**config.mk**
```make
export PLATFORM = sky130hd
export DESIGN_NAME = gate_quiz_engine
export DESIGN_NICKNAME = d
export VERILOG_FILES = /design/src/rtl/gate_quiz_engine.sv
export SDC_FILE = /design/constraint.sdc
export NUM_CORES = 1
export LEC_CHECK = 0
export CAP_MARGIN = 25
export CELL_PAD_IN_SITES_DETAIL_PLACEMENT = 0
export CELL_PAD_IN_SITES_GLOBAL_PLACEMENT = 2
export CORE_MARGIN = 2
export CORE_UTILIZATION = 36
export DETAILED_ROUTE_END_ITERATION = 8
export GPL_TIMING_DRIVEN = 1
export HOLD_SLACK_MARGIN = 0.1
export MAX_ROUTING_LAYER = met4
export PLACE_DENSITY_LB_ADDON = 0.1
export SLEW_MARGIN = 20
export SYNTH_ARGS = -nofsm -noshare
export SYNTH_HDL_FRONTEND = slang
export SYNTH_SLANG_ARGS = --single-unit
```
**constraint.sdc**
```tcl
create_clock -name clk -period 4.98 [get_ports clk]
set_input_delay 0.996 -clock clk [delete_from_list [all_inputs] [get_ports clk]]
set_output_delay 0.996 -clock clk [all_outputs]
set_load 0.02 [all_outputs]
```
**src/rtl/gate_quiz_engine.sv**
```systemverilog
// -----------------------------------------------------------------------------
// gate_quiz_engine
//   Draws pseudo-random operand pairs and a gate opcode from a 16-bit LFSR,
//   presents them as a question, checks the user's answer against the bitwise
//   gate result and keeps a saturating score and streak.
//
// Ports
//   clk, rst_n      clock, asynchronous active-low reset
//   ena             global enable; low freezes every register
//   start           request a question (level sampled in IDLE)
//   auto_next       issue the next question straight after each result
//   clear           synchronous clear of score/streak, returns to IDLE
//   answer_valid    answer strobe, answer[WIDTH-1:0] is the user's answer
//   question_valid  high while a question is outstanding
//   op_a, op_b      operands of the current question
//   opcode          0 AND,1 OR,2 XOR,3 NAND,4 NOR,5 XNOR,6 NOT A,7 NOT B
//   result_valid    one-cycle result pulse; result_correct qualified by it
//   score, streak   saturating correct-answer and consecutive-correct counts
// -----------------------------------------------------------------------------
module gate_quiz_engine #(
  parameter int          WIDTH   = 2,
  parameter int          SCORE_W = 8,
  parameter int          TIMEOUT = 0,
  parameter logic [15:0] SEED    = 16'hACE1
) (
  input  logic               clk,
  input  logic               rst_n,
  input  logic               ena,
  input  logic               start,
  input  logic               auto_next,
  input  logic               clear,
  input  logic               answer_valid,
  input  logic [WIDTH-1:0]   answer,
  output logic               question_valid,
  output logic [WIDTH-1:0]   op_a,
  output logic [WIDTH-1:0]   op_b,
  output logic [2:0]         opcode,
  output logic               result_valid,
  output logic               result_correct,
  output logic [SCORE_W-1:0] score,
  output logic [SCORE_W-1:0] streak
);

  typedef enum logic [1:0] {
    IDLE  = 2'd0,
    ASK   = 2'd1,
    CHECK = 2'd2
  } state_e;

  // An all-zero seed would lock the LFSR, so it falls back to the default.
  localparam logic [15:0]         SEED_EFF = (SEED == 16'h0000) ? 16'hACE1 : SEED;
  localparam int                  CNT_W    = (TIMEOUT > 1) ? $clog2(TIMEOUT) : 1;
  localparam logic [SCORE_W-1:0]  SAT      = '1;

  state_e             state_q, state_d;
  logic [15:0]        lfsr_q, lfsr_d;
  logic [CNT_W-1:0]   cnt_q, cnt_d;
  logic [WIDTH-1:0]   op_a_q, op_a_d;
  logic [WIDTH-1:0]   op_b_q, op_b_d;
  logic [2:0]         opcode_q, opcode_d;
  logic               correct_q, correct_d;
  logic [SCORE_W-1:0] score_q, score_d;
  logic [SCORE_W-1:0] streak_q, streak_d;

  logic [WIDTH-1:0]   expected;
  logic               timeout_hit;
  logic               capture;
  logic               done;
  logic               hit;

  // Fibonacci LFSR x^16+x^14+x^13+x^11+1, shifting right: taps land on
  // bits 0, 2, 3 and 5.
  assign lfsr_d = {lfsr_q[0] ^ lfsr_q[2] ^ lfsr_q[3] ^ lfsr_q[5], lfsr_q[15:1]};

  always_comb begin
    expected = '0;
    case (opcode_q)
      3'd0: expected = op_a_q & op_b_q;
      3'd1: expected = op_a_q | op_b_q;
      3'd2: expected = op_a_q ^ op_b_q;
      3'd3: expected = ~(op_a_q & op_b_q);
      3'd4: expected = ~(op_a_q | op_b_q);
      3'd5: expected = ~(op_a_q ^ op_b_q);
      3'd6: expected = ~op_a_q;
      3'd7: expected = ~op_b_q;
      default: expected = '0;
    endcase
  end

  always_comb begin
    timeout_hit = 1'b0;
    if (TIMEOUT > 0) timeout_hit = (32'(cnt_q) == 32'(TIMEOUT - 1));
  end

  // NOTE: every signal gets its hold value first so no path through the
  // case statement leaves one unassigned, which would infer a latch.
  always_comb begin
    state_d   = state_q;
    cnt_d     = cnt_q;
    op_a_d    = op_a_q;
    op_b_d    = op_b_q;
    opcode_d  = opcode_q;
    correct_d = correct_q;
    score_d   = score_q;
    streak_d  = streak_q;
    capture   = 1'b0;
    done      = 1'b0;
    hit       = 1'b0;

    if (clear) begin
      state_d  = IDLE;
      score_d  = '0;
      streak_d = '0;
    end else begin
      case (state_q)
        IDLE: begin
          if (start) begin
            capture = 1'b1;
            state_d = ASK;
          end
        end
        ASK: begin
          cnt_d = cnt_q + 1'b1;
          // An answer arriving on the expiry cycle still counts.
          if (answer_valid) begin
            done    = 1'b1;
            hit     = (answer == expected);
            state_d = CHECK;
          end else if (timeout_hit) begin
            done    = 1'b1;
            state_d = CHECK;
          end
        end
        CHECK: begin
          if (auto_next) begin
            capture = 1'b1;
            state_d = ASK;
          end else begin
            state_d = IDLE;
          end
        end
        default: state_d = IDLE;
      endcase
    end

    // Counters update on the edge into CHECK so they are current with the pulse.
    if (done) begin
      correct_d = hit;
      if (hit) begin
        score_d  = (score_q  == SAT) ? score_q  : score_q  + 1'b1;
        streak_d = (streak_q == SAT) ? streak_q : streak_q + 1'b1;
      end else begin
        streak_d = '0;
      end
    end

    if (capture) begin
      opcode_d = lfsr_q[2:0];
      op_a_d   = lfsr_q[3 +: WIDTH];
      op_b_d   = lfsr_q[3 + WIDTH +: WIDTH];
      cnt_d    = '0;
    end
  end

  // NOTE: sequential state uses non-blocking assignments so every flop
  // samples the pre-edge values regardless of statement order.
  always_ff @(posedge clk or negedge rst_n) begin
    if (!rst_n) begin
      state_q   <= IDLE;
      lfsr_q    <= SEED_EFF;
      cnt_q     <= '0;
      // NOTE: the question registers are reset as well because they drive
      // outputs that must read zero out of reset.
      op_a_q    <= '0;
      op_b_q    <= '0;
      opcode_q  <= '0;
      correct_q <= 1'b0;
      score_q   <= '0;
      streak_q  <= '0;
    end else if (ena) begin
      state_q   <= state_d;
      lfsr_q    <= lfsr_d;
      cnt_q     <= cnt_d;
      op_a_q    <= op_a_d;
      op_b_q    <= op_b_d;
      opcode_q  <= opcode_d;
      correct_q <= correct_d;
      score_q   <= score_d;
      streak_q  <= streak_d;
    end
  end

  assign question_valid = (state_q == ASK);
  assign result_valid   = (state_q == CHECK);
  assign result_correct = correct_q;
  assign op_a           = op_a_q;
  assign op_b           = op_b_q;
  assign opcode         = opcode_q;
  assign score          = score_q;
  assign streak         = streak_q;

endmodule

```
==> metrics.txt <==
total chip power between 1000 and 1500 uW; dpl ws around 1.6 ns; status complete, no violations; Worst Path Max Fanout 25; Synth Area in Compound Gates approximately 16%; starting density of the core a little under two fifths; critical path arrival approximately 3.3 ns; Ant. Diodes 0; Post-synth EDFFs 0; CTS H-tree lvls 2; final wirelength 5.01 mm; Post-Syn Area between 2000 and 2500 um2; Vias/cell 5.26; mux cell area share after synthesis approximately 11%; switching pwr 429 uW; wire per inst ~15 um; syn nets about 240; Post-CTS Resized 0; Rel. slew slack 43.7%; Die X approximately 84 um; Setup CP Type input port to flip-flop; clock power share a little under a fifth; share of cells above drive strength 1 16.9%; first-pass GRT wire length between 8 and 9 mm; delay of the slowest critical-path stage 0.72 ns; pwr/cell area about 440 nW/um2; Clock Skew between 0.005 and 0.006 ns; power share of the combinational group a little over a third; footprint of the multi-input gates 1120 um2; CTS root buf clkbuf_8; max_cap viols 0; Global Route Usage Sum 15.5%; largest net degree at the start of global routing 43; post-synth cell types around 50; Iteration-0 DRC Markers 84; DR top layer met4; Critical Path Start Type input port; share of power burned in registers 46.1%; Slew Viols, Final 0; core area roughly 6000 um2; Die ar. between 6000 and 7000 um2; CP Capture Type flip-flop; 1st-pass router iterations 4; Synth async-reset ratio between 90% and 100%; Final WS setup 1.92 ns; Final Util around 46%; CP Data Required Time around 5.2 ns; clk buf depth 2; RSZ-0062 raised after global routing no; Pleak roughly 0.0012 uW; die height 83.5 um; CP Cell Sequence clkdlybuf4s50_1 > nand2b_1 > nor3_4 > a41oi_1 > a211o_1; YS warnings 0; vias in the first global route roughly 1800; Port Buffers 34; Post-CTS Hold Buffers 0; Mapped Cells roughly 230; fmax 326 MHz; worst min-delay path class flip-flop to flip-flop; clk sinks 42; routability congestion estimate 0.787; CTS tree built; count leader, synth dfrtp_1; largest family of logic cells by synthesized area simple AND/OR/NAND/NOR gates; internal power 794 uW; via count ~1800; Synth Register Bits 42; Boundary Pins 35; top post-synthesis cells by area dfrtp_1 37%, dfstp_2 9.2%, mux2_2 8.9%; gr ovfl total 0; share of the synthesized area in the top cell type 37.4%; Yosys top cell by area dfrtp_1; worst-margin pin slew 0.842 ns; critical path's slowest cell nor3_4; Seq/Total Area, Yosys 46.6%; clock buffer count from CTS 5; fin crit share between 60% and 70%; post-detail-place hpwl between 3 and 4 mm; Sw Share between 30% and 40%; Tmin final about 3.1 ns; # DRC 0; maximum vdd drop 0.000254 V; xor/xnor share of the synthesized area roughly 1.9%; metal1 wirelength 2.67 mm; FF/Latch Area 1060 um2; Post-DRT Antenna Nets 0; Synth Area in Simple Gates between 10% and 20%; syn avg cell area between 10 and 15 um2; postcts setup bufs 0; Area Overhead vs Synth 22.3%; adder-cell share of the synthesized area 3.30%; Clock transition at path regs ~0.09 ns; initial antenna violation count 0; Main synth FF type dfrtp_1; total negative slack 0 ns; Final #Nets 275; final hold vios 0; Met2 Wirelength about 2.2 mm; # fillers 604; Worst-Skew Late Latency ~0.29 ns; WL met3 between 150 and 200 um; final setup vio count 0; Site Rows 28; list of most frequent post-synthesis cells 34 x dfrtp_1, 24 x nand2_1, 18 x mux2_2
==> cells by family (layout without fill, tap and decap cells) <==
family	count (synthesis)	count (layout)
xor+xnor	5	5
mux	23	23
fa+ha+maj	6	6
flops	42	42
simple gates	74	74
compound gates	54	54
buf+inv	22	57
==> sequential cells by signal (all words and copies together) (netlist names) <==
| signal | flops |
|---|---|
| result_correct | 1 |
| streak | 8 |
| op_b | 2 |
| score | 8 |
| lfsr_q | 16 |
| state_q | 2 |
| opcode | 3 |
| op_a | 2 |
==> per-layer routing <==
| metal | GRT usage, % | vias to the layer above |
|---|---|---|
| li1 | - | 881 |
| met1 | 22.1 | 857 |
| met4 | 3.52 | 0 |
| met3 | 3.46 | 2 |
| met2 | 22.5 | 29 |
| met5 | - | - |
==> through the flow <==
| step | hold slack (ns) | cell area [um2] | instances |
|---|---|---|---|
| 3_5_place_dp | 0.480 | 2670 | 327 |
| 2_1_floorplan | 0.462 | 2280 | 226 |
| 5_1_grt | 0.508 | 2790 | 336 |
| 6_report | 0.492 | 2790 | 336 |
| 3_3_place_gp | 0.480 | 2670 | 327 |
| 4_1_cts | 0.495 | 2760 | 335 |
==> critical path: cells and delay by family <==
| kind | cells | cell delay (ns) |
|---|---|---|
| and+or+nand+nor | 2 | 1.04 |
| AOI/OAI and AO/OA | 2 | 0.52 |
| buffers and inverters | 1 | 0.68 |
==> path summary, 6_finish.rpt <==
path | startpoint | endpoint | slack (ns) | depth (start not counted)
worst max-delay path | clear | score[7] | 1.92 | 5
worst min-delay path | lfsr_q[15] | lfsr_q[15] | 0.49 | 2
worst max register to register | op_a[1] | score[7] | 2.17 | 8
worst min register to register | lfsr_q[15] | lfsr_q[15] | 0.49 | 2
max in group asynchronous | rst_n | lfsr_q[15] | 3.75 | 2
min in group asynchronous | rst_n | op_b[1] | 0.66 | 1
==> cells in the final DEF (no fill, tap or decap), types with 2 or more instances in the layout <==
master | netlist | final
mux2_2 | 18 | 18
a41oi_1 | 2 | 2
nor2_1 | 12 | 12
mux2i_1 | 4 | 4
and2_1 | 4 | 4
a211o_1 | 2 | 2
nand2_1 | 24 | 24
dfstp_2 | 8 | 8
xnor2_1 | 5 | 5
a21oi_1 | 10 | 10
inv_1 | 10 | 10
nand3_1 | 6 | 6
buf_4 | 1 | 2
a22o_1 | 3 | 3
inv_2 | 2 | 2
nand2b_1 | 6 | 6
nor2b_1 | 2 | 2
a31oi_1 | 2 | 2
o21a_1 | 2 | 2
dfrtp_1 | 34 | 34
clkdlybuf4s50_1 | 0 | 33
o21ai_1 | 7 | 7
and3_1 | 7 | 7
clkbuf_8 | 0 | 5
ha_1 | 6 | 6
nand4_1 | 3 | 3
nor3_1 | 3 | 3
o31ai_1 | 3 | 3
o21ai_0 | 11 | 11
==> power by group through the flow <==
stage,Sequential (uW),Clock [uW],Combinational (uW)
after global routing,581,244,477
final,563,223,436
after floorplan,566,0,305
after CTS,563,236,440
after global placement,566,0,438
after detailed placement,570,0,437
==> cell type report <==
cell class	count	area share (%)
Clock buffer	5	2.47
Inverter	12	1.62
Sequential cell	42	38.1
Clock inverter	3	0.764
Timing Repair Buffer	37	13.6
Multi-Input combinational cell	162	40.1
Tap cell	75	3.37
Power figures use the tool's default switching activity.
